<file path="src/rtl/core_mem_arbiter_pkg.sv">
// Shared encodings for the core/memory arbiter: FSM states, access owners
// and the access-kind constant used on the *_we_re lines.
package core_mem_arbiter_pkg;

    typedef logic [1:0] state_t;
    typedef logic [1:0] owner_t;

    localparam state_t ST_IDLE = 2'd0;
    localparam state_t ST_BUSY = 2'd1;
    localparam state_t ST_RESP = 2'd2;

    localparam owner_t OWN_NONE = 2'd0;
    localparam owner_t OWN_I    = 2'd1;
    localparam owner_t OWN_D    = 2'd2;

    localparam logic WE_RE_WRITE = 1'b1;

    // Next streak value after a data grant, saturating at the limit.
    function automatic logic [7:0] streak_after_data(input logic [7:0] streak,
                                                     input logic [7:0] limit,
                                                     input logic       i_waiting);
        logic [7:0] nxt;
        if (!i_waiting) begin
            nxt = 8'd0;
        end else if (streak >= limit) begin
            nxt = limit;
        end else begin
            nxt = streak + 8'd1;
        end
        return nxt;
    endfunction

endpackage

</file>
<file path="src/rtl/core_mem_arbiter_if.sv">
// Bundle of the instruction port, data port and memory-side signals.
// slave = arbiter view, master = core + memory view.
interface core_mem_arbiter_if #(
    parameter int ADDR_W = 32,
    parameter int DATA_W = 32
);

    logic              i_req;
    logic              i_we_re;
    logic [3:0]        i_mask;
    logic [ADDR_W-1:0] i_addr;
    logic [DATA_W-1:0] i_rdata;
    logic              i_valid;

    logic              d_req;
    logic              d_we_re;
    logic [3:0]        d_mask;
    logic [ADDR_W-1:0] d_addr;
    logic [DATA_W-1:0] d_wdata;
    logic [DATA_W-1:0] d_rdata;
    logic              d_valid;

    logic              mem_request;
    logic              mem_we_re;
    logic [3:0]        mem_mask;
    logic [ADDR_W-1:0] mem_addr;
    logic [DATA_W-1:0] mem_wdata;
    logic [DATA_W-1:0] mem_rdata;
    logic              mem_valid;

    modport slave (
        input  i_req, i_we_re, i_mask, i_addr,
        output i_rdata, i_valid,
        input  d_req, d_we_re, d_mask, d_addr, d_wdata,
        output d_rdata, d_valid,
        output mem_request, mem_we_re, mem_mask, mem_addr, mem_wdata,
        input  mem_rdata, mem_valid
    );

    modport master (
        output i_req, i_we_re, i_mask, i_addr,
        input  i_rdata, i_valid,
        output d_req, d_we_re, d_mask, d_addr, d_wdata,
        input  d_rdata, d_valid,
        input  mem_request, mem_we_re, mem_mask, mem_addr, mem_wdata,
        output mem_rdata, mem_valid
    );

endinterface

</file>
<file path="src/rtl/core_mem_arbiter_arb_priority_sel.sv">
// Grant pick for an idle arbiter: data wins unless the instruction port has
// already been passed over DATA_STREAK_MAX times in a row.
module arb_priority_sel
    import core_mem_arbiter_pkg::*;
#(
    parameter int STREAK_W        = 3,
    parameter int DATA_STREAK_MAX = 4
) (
    input  logic                i_req,
    input  logic                d_req,
    input  logic [STREAK_W-1:0] streak,
    output owner_t              grant
);

    logic streak_full_s;

    assign streak_full_s = (streak == STREAK_W'(DATA_STREAK_MAX));

    // Priority decision between the two request lines.
    always_comb begin
        grant = OWN_NONE;
        if (d_req && !(i_req && streak_full_s)) begin
            grant = OWN_D;
        end else if (i_req) begin
            grant = OWN_I;
        end else begin
            grant = OWN_NONE;
        end
    end

endmodule

</file>
<file path="src/rtl/core_mem_arbiter.sv">
// Serialises instruction-fetch and data accesses onto one single-ported memory
// with an IDLE/BUSY/RESP handshake, data priority, starvation guard and timeout.
module core_mem_arbiter
    import core_mem_arbiter_pkg::*;
#(
    parameter int ADDR_W          = 32,
    parameter int DATA_W          = 32,
    parameter int DATA_STREAK_MAX = 4,
    parameter int TIMEOUT_CYCLES  = 255
) (
    input  logic               clk,
    input  logic               rst,
    core_mem_arbiter_if.slave  bus,
    output logic               timeout_err
);

    localparam int STREAK_W = $clog2(DATA_STREAK_MAX + 1);
    localparam int TIMER_W  = $clog2(TIMEOUT_CYCLES + 1);

    state_t              state_r,       state_nxt_s;
    owner_t              owner_r,       owner_nxt_s;
    owner_t              grant_s;
    logic [STREAK_W-1:0] streak_r,      streak_nxt_s;
    logic [TIMER_W-1:0]  timer_r,       timer_nxt_s;

    logic                mem_request_r, mem_request_nxt_s;
    logic                mem_we_re_r,   mem_we_re_nxt_s;
    logic [3:0]          mem_mask_r,    mem_mask_nxt_s;
    logic [ADDR_W-1:0]   mem_addr_r,    mem_addr_nxt_s;
    logic [DATA_W-1:0]   mem_wdata_r,   mem_wdata_nxt_s;

    logic [DATA_W-1:0]   i_rdata_r,     i_rdata_nxt_s;
    logic                i_valid_r,     i_valid_nxt_s;
    logic [DATA_W-1:0]   d_rdata_r,     d_rdata_nxt_s;
    logic                d_valid_r,     d_valid_nxt_s;
    logic                timeout_err_r, timeout_err_nxt_s;

    logic [STREAK_W-1:0] streak_data_s;

    arb_priority_sel #(
        .STREAK_W        (STREAK_W),
        .DATA_STREAK_MAX (DATA_STREAK_MAX)
    ) u_sel (
        .i_req  (bus.i_req),
        .d_req  (bus.d_req),
        .streak (streak_r),
        .grant  (grant_s)
    );

    assign streak_data_s = STREAK_W'(streak_after_data(8'(streak_r),
                                                       8'(DATA_STREAK_MAX),
                                                       bus.i_req));

    // Next-state logic for the access FSM and all output registers.
    always_comb begin
        state_nxt_s       = state_r;
        owner_nxt_s       = owner_r;
        streak_nxt_s      = streak_r;
        timer_nxt_s       = timer_r;
        mem_request_nxt_s = mem_request_r;
        mem_we_re_nxt_s   = mem_we_re_r;
        mem_mask_nxt_s    = mem_mask_r;
        mem_addr_nxt_s    = mem_addr_r;
        mem_wdata_nxt_s   = mem_wdata_r;
        i_rdata_nxt_s     = i_rdata_r;
        d_rdata_nxt_s     = d_rdata_r;
        i_valid_nxt_s     = 1'b0;
        d_valid_nxt_s     = 1'b0;
        timeout_err_nxt_s = timeout_err_r;

        case (state_r)
            ST_IDLE: begin
                timer_nxt_s = TIMER_W'(0);
                if (grant_s == OWN_D) begin
                    owner_nxt_s       = OWN_D;
                    state_nxt_s       = ST_BUSY;
                    streak_nxt_s      = streak_data_s;
                    timer_nxt_s       = TIMER_W'(1);
                    mem_request_nxt_s = 1'b1;
                    mem_we_re_nxt_s   = bus.d_we_re;
                    mem_mask_nxt_s    = bus.d_mask;
                    mem_addr_nxt_s    = bus.d_addr;
                    mem_wdata_nxt_s   = bus.d_wdata;
                end else if (grant_s == OWN_I) begin
                    owner_nxt_s       = OWN_I;
                    state_nxt_s       = ST_BUSY;
                    streak_nxt_s      = STREAK_W'(0);
                    timer_nxt_s       = TIMER_W'(1);
                    mem_request_nxt_s = 1'b1;
                    mem_we_re_nxt_s   = bus.i_we_re;
                    mem_mask_nxt_s    = bus.i_mask;
                    mem_addr_nxt_s    = bus.i_addr;
                    mem_wdata_nxt_s   = DATA_W'(0);
                end else begin
                    owner_nxt_s = OWN_NONE;
                end
            end

            // timer_r holds the index of the current BUSY cycle, starting at 1
            ST_BUSY: begin
                if (bus.mem_valid) begin
                    mem_request_nxt_s = 1'b0;
                    state_nxt_s       = ST_RESP;
                    timer_nxt_s       = TIMER_W'(0);
                    case (owner_r)
                        OWN_I: begin
                            i_rdata_nxt_s = bus.mem_rdata;
                            i_valid_nxt_s = 1'b1;
                        end
                        OWN_D: begin
                            d_rdata_nxt_s = bus.mem_rdata;
                            d_valid_nxt_s = 1'b1;
                        end
                        default: begin
                            state_nxt_s = ST_RESP;
                        end
                    endcase
                end else if (timer_r >= TIMER_W'(TIMEOUT_CYCLES)) begin
                    mem_request_nxt_s = 1'b0;
                    state_nxt_s       = ST_RESP;
                    timer_nxt_s       = TIMER_W'(0);
                    timeout_err_nxt_s = 1'b1;
                    case (owner_r)
                        OWN_I: begin
                            i_rdata_nxt_s = DATA_W'(0);
                            i_valid_nxt_s = 1'b1;
                        end
                        OWN_D: begin
                            d_rdata_nxt_s = DATA_W'(0);
                            d_valid_nxt_s = 1'b1;
                        end
                        default: begin
                            state_nxt_s = ST_RESP;
                        end
                    endcase
                end else begin
                    timer_nxt_s = timer_r + TIMER_W'(1);
                end
            end

            ST_RESP: begin
                state_nxt_s = ST_IDLE;
                owner_nxt_s = OWN_NONE;
                timer_nxt_s = TIMER_W'(0);
            end

            default: begin
                state_nxt_s       = ST_IDLE;
                owner_nxt_s       = OWN_NONE;
                timer_nxt_s       = TIMER_W'(0);
                mem_request_nxt_s = 1'b0;
            end
        endcase
    end

    // State and output registers; reset abandons any access in flight.
    always_ff @(posedge clk or posedge rst) begin
        if (rst) begin
            state_r       <= ST_IDLE;
            owner_r       <= OWN_NONE;
            streak_r      <= STREAK_W'(0);
            timer_r       <= TIMER_W'(0);
            mem_request_r <= 1'b0;
            mem_we_re_r   <= 1'b0;
            mem_mask_r    <= 4'b0000;
            mem_addr_r    <= ADDR_W'(0);
            mem_wdata_r   <= DATA_W'(0);
            i_rdata_r     <= DATA_W'(0);
            i_valid_r     <= 1'b0;
            d_rdata_r     <= DATA_W'(0);
            d_valid_r     <= 1'b0;
            timeout_err_r <= 1'b0;
        end else begin
            state_r       <= state_nxt_s;
            owner_r       <= owner_nxt_s;
            streak_r      <= streak_nxt_s;
            timer_r       <= timer_nxt_s;
            mem_request_r <= mem_request_nxt_s;
            mem_we_re_r   <= mem_we_re_nxt_s;
            mem_mask_r    <= mem_mask_nxt_s;
            mem_addr_r    <= mem_addr_nxt_s;
            mem_wdata_r   <= mem_wdata_nxt_s;
            i_rdata_r     <= i_rdata_nxt_s;
            i_valid_r     <= i_valid_nxt_s;
            d_rdata_r     <= d_rdata_nxt_s;
            d_valid_r     <= d_valid_nxt_s;
            timeout_err_r <= timeout_err_nxt_s;
        end
    end

    assign bus.mem_request = mem_request_r;
    assign bus.mem_we_re   = mem_we_re_r;
    assign bus.mem_mask    = mem_mask_r;
    assign bus.mem_addr    = mem_addr_r;
    assign bus.mem_wdata   = mem_wdata_r;
    assign bus.i_rdata     = i_rdata_r;
    assign bus.i_valid     = i_valid_r;
    assign bus.d_rdata     = d_rdata_r;
    assign bus.d_valid     = d_valid_r;
    assign timeout_err     = timeout_err_r;

endmodule
</file>
<file path="src/flat_wrapper.sv">
// flat-port wrapper written by rule: the top's interface ports become plain ports
module core_mem_arbiter_flat import core_mem_arbiter_pkg::*;
#(
    parameter int ADDR_W          = 32,
    parameter int DATA_W          = 32,
    parameter int DATA_STREAK_MAX = 4,
    parameter int TIMEOUT_CYCLES  = 255
)
  (clk, rst, timeout_err, bus_i_req, bus_i_we_re, bus_i_mask, bus_i_addr, bus_i_rdata, bus_i_valid, bus_d_req, bus_d_we_re, bus_d_mask, bus_d_addr, bus_d_wdata, bus_d_rdata, bus_d_valid, bus_mem_request, bus_mem_we_re, bus_mem_mask, bus_mem_addr, bus_mem_wdata, bus_mem_rdata, bus_mem_valid);
  core_mem_arbiter_if #(.ADDR_W(ADDR_W), .DATA_W(DATA_W)) bus_i ();
  input  logic clk;
  input  logic rst;
  output logic timeout_err;
  input wire logic [$bits(bus_i.i_req)-1:0] bus_i_req;
  input wire logic [$bits(bus_i.i_we_re)-1:0] bus_i_we_re;
  input wire logic [$bits(bus_i.i_mask)-1:0] bus_i_mask;
  input wire logic [$bits(bus_i.i_addr)-1:0] bus_i_addr;
  output wire logic [$bits(bus_i.i_rdata)-1:0] bus_i_rdata;
  output wire logic [$bits(bus_i.i_valid)-1:0] bus_i_valid;
  input wire logic [$bits(bus_i.d_req)-1:0] bus_d_req;
  input wire logic [$bits(bus_i.d_we_re)-1:0] bus_d_we_re;
  input wire logic [$bits(bus_i.d_mask)-1:0] bus_d_mask;
  input wire logic [$bits(bus_i.d_addr)-1:0] bus_d_addr;
  input wire logic [$bits(bus_i.d_wdata)-1:0] bus_d_wdata;
  output wire logic [$bits(bus_i.d_rdata)-1:0] bus_d_rdata;
  output wire logic [$bits(bus_i.d_valid)-1:0] bus_d_valid;
  output wire logic [$bits(bus_i.mem_request)-1:0] bus_mem_request;
  output wire logic [$bits(bus_i.mem_we_re)-1:0] bus_mem_we_re;
  output wire logic [$bits(bus_i.mem_mask)-1:0] bus_mem_mask;
  output wire logic [$bits(bus_i.mem_addr)-1:0] bus_mem_addr;
  output wire logic [$bits(bus_i.mem_wdata)-1:0] bus_mem_wdata;
  input wire logic [$bits(bus_i.mem_rdata)-1:0] bus_mem_rdata;
  input wire logic [$bits(bus_i.mem_valid)-1:0] bus_mem_valid;
  assign bus_i.i_req = bus_i_req;
  assign bus_i.i_we_re = bus_i_we_re;
  assign bus_i.i_mask = bus_i_mask;
  assign bus_i.i_addr = bus_i_addr;
  assign bus_i_rdata = bus_i.i_rdata;
  assign bus_i_valid = bus_i.i_valid;
  assign bus_i.d_req = bus_d_req;
  assign bus_i.d_we_re = bus_d_we_re;
  assign bus_i.d_mask = bus_d_mask;
  assign bus_i.d_addr = bus_d_addr;
  assign bus_i.d_wdata = bus_d_wdata;
  assign bus_d_rdata = bus_i.d_rdata;
  assign bus_d_valid = bus_i.d_valid;
  assign bus_mem_request = bus_i.mem_request;
  assign bus_mem_we_re = bus_i.mem_we_re;
  assign bus_mem_mask = bus_i.mem_mask;
  assign bus_mem_addr = bus_i.mem_addr;
  assign bus_mem_wdata = bus_i.mem_wdata;
  assign bus_i.mem_rdata = bus_mem_rdata;
  assign bus_i.mem_valid = bus_mem_valid;
  core_mem_arbiter #(.ADDR_W(ADDR_W), .DATA_W(DATA_W), .DATA_STREAK_MAX(DATA_STREAK_MAX), .TIMEOUT_CYCLES(TIMEOUT_CYCLES)) u_core (.clk(clk), .rst(rst), .bus(bus_i), .timeout_err(timeout_err));
endmodule
</file>
<file path="config.mk">
export PLATFORM = sky130hd
export DESIGN_NAME = core_mem_arbiter_flat
export DESIGN_NICKNAME = d
export VERILOG_FILES = /design/src/rtl/core_mem_arbiter_pkg.sv /design/src/rtl/core_mem_arbiter_if.sv /design/src/rtl/core_mem_arbiter_arb_priority_sel.sv /design/src/rtl/core_mem_arbiter.sv /design/src/flat_wrapper.sv
export SDC_FILE = /design/constraint.sdc
export NUM_CORES = 1
export LEC_CHECK = 0
export ABC_AREA = 0
export BUFFER_PORTS_ARGS = -buffer_cell sky130_fd_sc_hd__buf_2
export CAP_MARGIN = 20
export CORE_ASPECT_RATIO = 1.25
export CORE_MARGIN = 2
export CORE_UTILIZATION = 45
export DETAILED_ROUTE_END_ITERATION = 8
export GPL_TIMING_DRIVEN = 0
export PLACE_DENSITY = 0.78
export SYNTH_ARGS = -nofsm -noshare
export SYNTH_HDL_FRONTEND = slang
export SYNTH_SLANG_ARGS = --single-unit
</file>
<file path="constraint.sdc">
create_clock -name clk -period 12.5 [get_ports clk]
set_input_delay 0.625 -clock clk [delete_from_list [all_inputs] [get_ports clk]]
set_output_delay 0.625 -clock clk [all_outputs]
set_load 0.05 [all_outputs]
</file>
## After elaboration in Yosys (flattened, before gate mapping)

Cells that the tools add are included.

| storage, ports and cells | value |
|---|---|
| bits of input ports | 143 |
| output and inout bits | 137 |
| word-level logic and storage cells | 89 |
| register bits after elaboration | 152 |

| cells by class | value |
|---|---|
| $add $sub $neg | 2 |
| reduce and logical (&&, ||, !) cells | 12 |
| eq/ne operators | 9 |
| magnitude comparators | 2 |
| multiplexer cells | 48 |
| bitwise operators | 2 |

Operators by type and width:

| kind | count |
|---|---|
| $mux 32 | 12 |
| $mux 8 | 3 |
| $mux 1 | 17 |
| $pmux 8 s2 | 1 |
| $mux 2 | 6 |
| $mux 3 | 4 |
| $reduce_and 3->1 | 4 |
| $add 8x1->8 const B | 1 |
| $ge 8x8->1 const B | 1 |
| $mux 4 | 2 |
| $pmux 2 s2 | 2 |
| $eq 2x1->1 const B | 3 |
| $eq 2x2->1 const B | 3 |
| $reduce_and 2->1 | 2 |
| $reduce_bool 2->1 | 2 |
| $add 3x1->3 const B | 1 |
| $eq 3x3->1 const B | 1 |
| $ge 3x3->1 const B | 1 |
| $ne 3x1->1 const B | 1 |
| $ne 3x2->1 const B | 1 |
| $pmux 1 s3 | 1 |
| $logic_and 1x1->1 | 2 |
| $logic_not 2->1 | 1 |
| $not 1->1 | 2 |
| $logic_not 1->1 | 1 |

## Logic depth before layout (Yosys ltp)

| logic depth | value |
|---|---|
| word-level depth | 9 |
| mapped depth | 7 |
| mapped depth without buffers | 5 |

## By module

Synthesis repeated with hierarchy kept, for this count alone.

| second synthesis, totals | value |
|---|---|
| cells, all modules | 692 |
| area total of the unflattened synthesis | 6994.2 um2 |

By module, submodules not included:

| module | seq. area each (um2) | cells each | times used | area each (um2) |
|---|---|---|---|---|
| core_mem_arbiter | 3803.6 | 688 | 1 | 6961.7 |
| arb_priority_sel | 0.0 | 4 | 1 | 32.5 |

## Worst setup path before layout

OpenSTA, ideal clock, no wires.

| path | value |
|---|---|
| path kind | input -> register |
| start point | in bus_d_req |
| end point | reg u_core.mem_request_r, in the netlist u_core.bus.mem_request |
| required time | 12365 ps |
| cell stages on the path | 7 |
| setup slack | 10766 ps |
| arrival | 1599 ps |
| buffers on the path | 4 |
| setup time | 135 ps |
| path through | buf_2 or2_0 clkbuf_1 and2_1 buf_6 buf_6 a2bb2oi_1 |

| between the ends | value |
|---|---|
| word-level cells in the longest chain between the ends | 5 |
| elaborated cells between the ends (all ways) | 8 |
| classes of those cells | eq/ne: 3; mux: 3; reduce/logical: 2 |

RTL lines:

| what | RTL line | text |
|---|---|---|
| from (decl) | flat_wrapper.sv:20 | `input wire logic [$bits(bus_i.d_req)-1:0] bus_d_req;` |
| $logic_and 1x1->1 * | core_mem_arbiter_arb_priority_sel.sv:22 | `if (d_req && !(i_req && streak_full_s)) begin` |
| $mux 2 * | core_mem_arbiter_arb_priority_sel.sv:22 |  |
| $eq 2x1->1 or $eq 2x2->1 (tied branches) | core_mem_arbiter.sv:84, core_mem_arbiter.sv:74 |  |
| $ne 3x1->1 (no line) or $mux 1 (tied branches) | -- |  |
| $reduce_and 3->1 (no line) or $pmux 1 s3 (tied branches) | -- |  |
| to (signal assigned) | core_mem_arbiter.sv:178 | `mem_request_r <= mem_request_nxt_s;` |
| to (decl) | core_mem_arbiter.sv:26 | `logic mem_request_r, mem_request_nxt_s;` |

Every way passes the cells marked *; elsewhere a longest branch is shown, timed or not.
A chain may end at the register's enable or synchronous reset.

## Worst setup path after layout

| path | value |
|---|---|
| start point | reg u_core.streak_r[0] |
| end point | reg u_core.mem_mask_r[2], in the netlist u_core.bus.mem_mask[2] |

| between the ends | value |
|---|---|
| word-level cells in the longest chain between the ends | 8 |
| elaborated cells between the ends (all ways) | 10 |
| classes of those cells | eq/ne: 3; mux: 2; reduce/logical: 5 |

RTL lines:

| what | RTL line | text |
|---|---|---|
| from (decl) | core_mem_arbiter.sv:23 | `logic [STREAK_W-1:0] streak_r, streak_nxt_s;` |
| from (signal assigned) | core_mem_arbiter.sv:176 | `streak_r <= streak_nxt_s;` |
| $eq 3x3->1 * | core_mem_arbiter_arb_priority_sel.sv:17 | `assign streak_full_s = (streak == STREAK_W'(DATA_STREAK_MAX));` |
| $logic_and 1x1->1 * | core_mem_arbiter_arb_priority_sel.sv:22 |  |
| $logic_not 1->1 * | core_mem_arbiter_arb_priority_sel.sv:22 |  |
| $logic_and 1x1->1 * | core_mem_arbiter_arb_priority_sel.sv:22 |  |
| $mux 2 * | core_mem_arbiter_arb_priority_sel.sv:22 |  |
| $eq 2x1->1 or $eq 2x2->1 (tied branches) | core_mem_arbiter.sv:84, core_mem_arbiter.sv:74 |  |
| $reduce_bool 2->1 (no line) | -- |  |
| $reduce_and 2->1 (no line) | -- |  |
| to (signal assigned) | core_mem_arbiter.sv:180 | `mem_mask_r <= mem_mask_nxt_s;` |
| to (decl) | core_mem_arbiter.sv:28 | `logic [3:0] mem_mask_r, mem_mask_nxt_s;` |

Marked as above.

==> flow_summary.ini <==
[final_layout]
postLayoutCoreUtil = 0.5968
syn_to_final_growth_pct = 30.87
final_cells = 1205
drive_above_1_share = 0.3893
final_nets = 1122
num-fill-cells = 1382
multiInputGateArea_mm2 = 0.002798
regArea_mm2 = 0.003804
antenna_cells = 0

[timing]
finalMaxSlewViolations = 0
setup_viol = 0
rsz0062_at_grt = false
maxSlewHeadroom = 0.6149
post-route-min-period_ps = 2018
period_share = 0.1614
worstMarginPinSlew_ps = 577.6
tns_ps = 0
max_freq_ghz = 0.4955
finalHoldViolations = 0
fin_skew_ps = 9.597

[grt]
grt-ovfl-total = 0
grt_antenna_before_repair = 0
first_global_vias = 6334
grt_pass1_wl_mm = 32.02
grt_usage = 0.2307
grt_max_degree = 92

[synthesis]
yosys-top-cells-count = dfrtp_1 (152), inv_1 (107), o21ai_0 (67), mux2i_1 (65), nand3_1 (43)
yosys-top-cells-area = dfrtp_1 (52%), mux2i_1 (8.9%), o221ai_2 (7.4%), inv_1 (5.5%), o21ai_0 (4.6%)
synth_cell_types = 38
synth_top_area_share = 0.5190
ys_seq_area_frac = 0.5190
synthCells = 678
synth-async-reset-ratio = 1.000
ys.flop_type = dfrtp_1
synth_edf_count = 0
yosysMostFrequentCell = dfrtp_1
synth_area_mm2 = 0.007328
ys_ff_latch = 152
yosysTopAreaCell = dfrtp_1
syn-mean-instance-area_um2 = 10.81
ys_warn_count = 0
syn-num-nets = 824

[critical_path]
critPathBufInv = 3
arrival_ps = 2360
crit_fanout = 10
crit_family = buffers and inverters
cpPeakStageDelay_ps = 430
cpMostUsedCell = clkbuf_1
cp_cell_sequence = inv_1 -> ha_1 -> nand3_1 -> clkbuf_1 -> clkbuf_1 -> nand4_1 -> o221ai_2
critPathSlowestCell = clkbuf_1
path_class = reg -> reg
critPathLaunchType = flop
timing.critical_path.from = u_core.streak_r[0]
cp-end-kind = flop
required_ps = 12840
r2r-start = u_core.streak_r[0]

[placed_design]
gp_congestion = 0.8253
hpwlAfterDp_mm = 14.55
dp_cells = 1173
placement.io_buffers = 278

[outcome]
status = finished clean

[die]
die_h_um = 146.7
rows = 52
die_x_um = 118.1
floorplan.initialDensity = 0.4560
die_area_mm2 = 0.01733
fp.coreArea_mm2 = 0.01607
ioPinCount = 280

[drt]
num_vias = 6227
drt-initial-drc-count = 320
dr.pass1.iters = 5
ant_nets = 0
routed_via_density = 5.168
drc = 0
wl_per_cell_um = 16.27
wl_mm = 19.60

[clock_tree]
h-tree-depth = 4
clk_root_buffer_cell = clkbuf_16
clk_latency_ps = 430
cts_sinks = 152
cts_max_path_buffers = 2
cts_setup_buffers = 0
cts_tree = yes
ctsHoldBuffers = 0
clk_pin_slew_ps = 70
cts_inserted_buffers = 17
cts_resized = 0

[min_path]
hold_class = in -> async

[pwr]
total_power_mw = 2.613
power.density_mw_per_mm2 = 272.5
leakage_nw = 4.798
peakVddDrop_v = 0.0001623

[flow_run]
drv_cap = 0
-- registers in the layout (all words and copies together) (netlist names) --
| name | count |
|---|---|
| u_core.bus.d_rdata | 32 |
| u_core.bus.d_valid | 1 |
| u_core.bus.i_rdata | 32 |
| u_core.bus.i_valid | 1 |
| u_core.bus.mem_addr | 32 |
| u_core.bus.mem_mask | 4 |
| u_core.bus.mem_request | 1 |
| u_core.bus.mem_wdata | 32 |
| u_core.bus.mem_we_re | 1 |
| u_core.owner_r | 2 |
| u_core.state_r | 2 |
| u_core.streak_r | 3 |
| u_core.timeout_err | 1 |
| u_core.timer_r | 8 |
-- kinds of logic (layout without fill, tap and decap cells) --
group | after synthesis | in the layout | synth area share
AND/OR/NAND/NOR | 142 | 142 | 0.1129
multiplexers | 65 | 65 | 0.08878
buffers and inverters | 164 | 475 | 0.09920
AO/OA/AOI/OAI | 149 | 149 | 0.1714
adder cells (fa/ha/maj) | 3 | 3 | 0.005123
XOR/XNOR | 3 | 3 | 0.003586
flip-flops | 152 | 152 | 0.5190
-- worst paths after layout --
path | to | slack, ps | cells after the start
setup / recovery | u_core.bus.mem_mask[2] | 10480 | 7
hold / removal | u_core.bus.i_rdata[0] | 270 | 2
setup reg to reg | u_core.bus.mem_mask[2] | 10480 | 7
hold reg to reg | u_core.timeout_err | 470 | 1
max in group asynchronous | u_core.bus.d_rdata[24] | 11380 | 3
min in group clk | u_core.bus.mem_wdata[21] | 410 | 2
-- report_power, final --
group / leakage (nW) / switching, mW / total [mW] / internal [mW]
clock network: 0.283 / 0.229 / 0.498 / 0.269
logic: 2.82 / 0.960 / 1.34 / 0.383
registers: 1.70 / 0.106 / 0.771 / 0.665
total: 4.80 / 1.30 / 2.61 / 1.32
-- through the flow --
step	hold slack, ps	setup slack, ps	instance area [um2]
after floorplan	465.0	7782	7328
after global placement	439.8	6032	8990
after detailed placement	452.4	10340	9022
after CTS	282.3	10490	9590
after global routing	299.7	10320	9590
final	267.4	10480	9590
-- routing by layer --
layer	vias up	GRT usage	part of all wire
met5	-	0	0
met4	0	0.08434	0.023
met3	35	0.05938	0.071
met2	260	0.3983	0.51
met1	2962	0.2773	0.40
li1	2970	-	-
-- layout by cell type (no fill, tap or decap), types with 2 or more instances in the layout --
cell and instances:
a21o_1 2, a21oi_1 4, a22o_1 32, a31oi_1 2, and2_1 38, buf_1 2
buf_2 296, buf_4 3, buf_6 10, clkbuf_1 22, clkbuf_16 17, clkbuf_2 2
clkinv_2 2, dfrtp_1 152, ha_1 3, inv_1 106, inv_6 5, inv_8 6
mux2i_1 65, nand2_1 8, nand3_1 43, nand4_1 37, nor2_1 4, nor4bb_1 2
o21ai_0 67, o221ai_2 36, or3_1 3, xor2_1 2
-- area by class of cell --
cell class / count / share of cell area
buffer: 57 / 0.03392
clock buffer: 18 / 0.04579
clock inverter: 14 / 0.01344
inverter: 107 / 0.04240
multi-input combinational: 362 / 0.2917
sequential: 152 / 0.3966
tap: 216 / 0.02818
timing repair buffer: 279 / 0.1479
(Power assumes the default switching activity.)
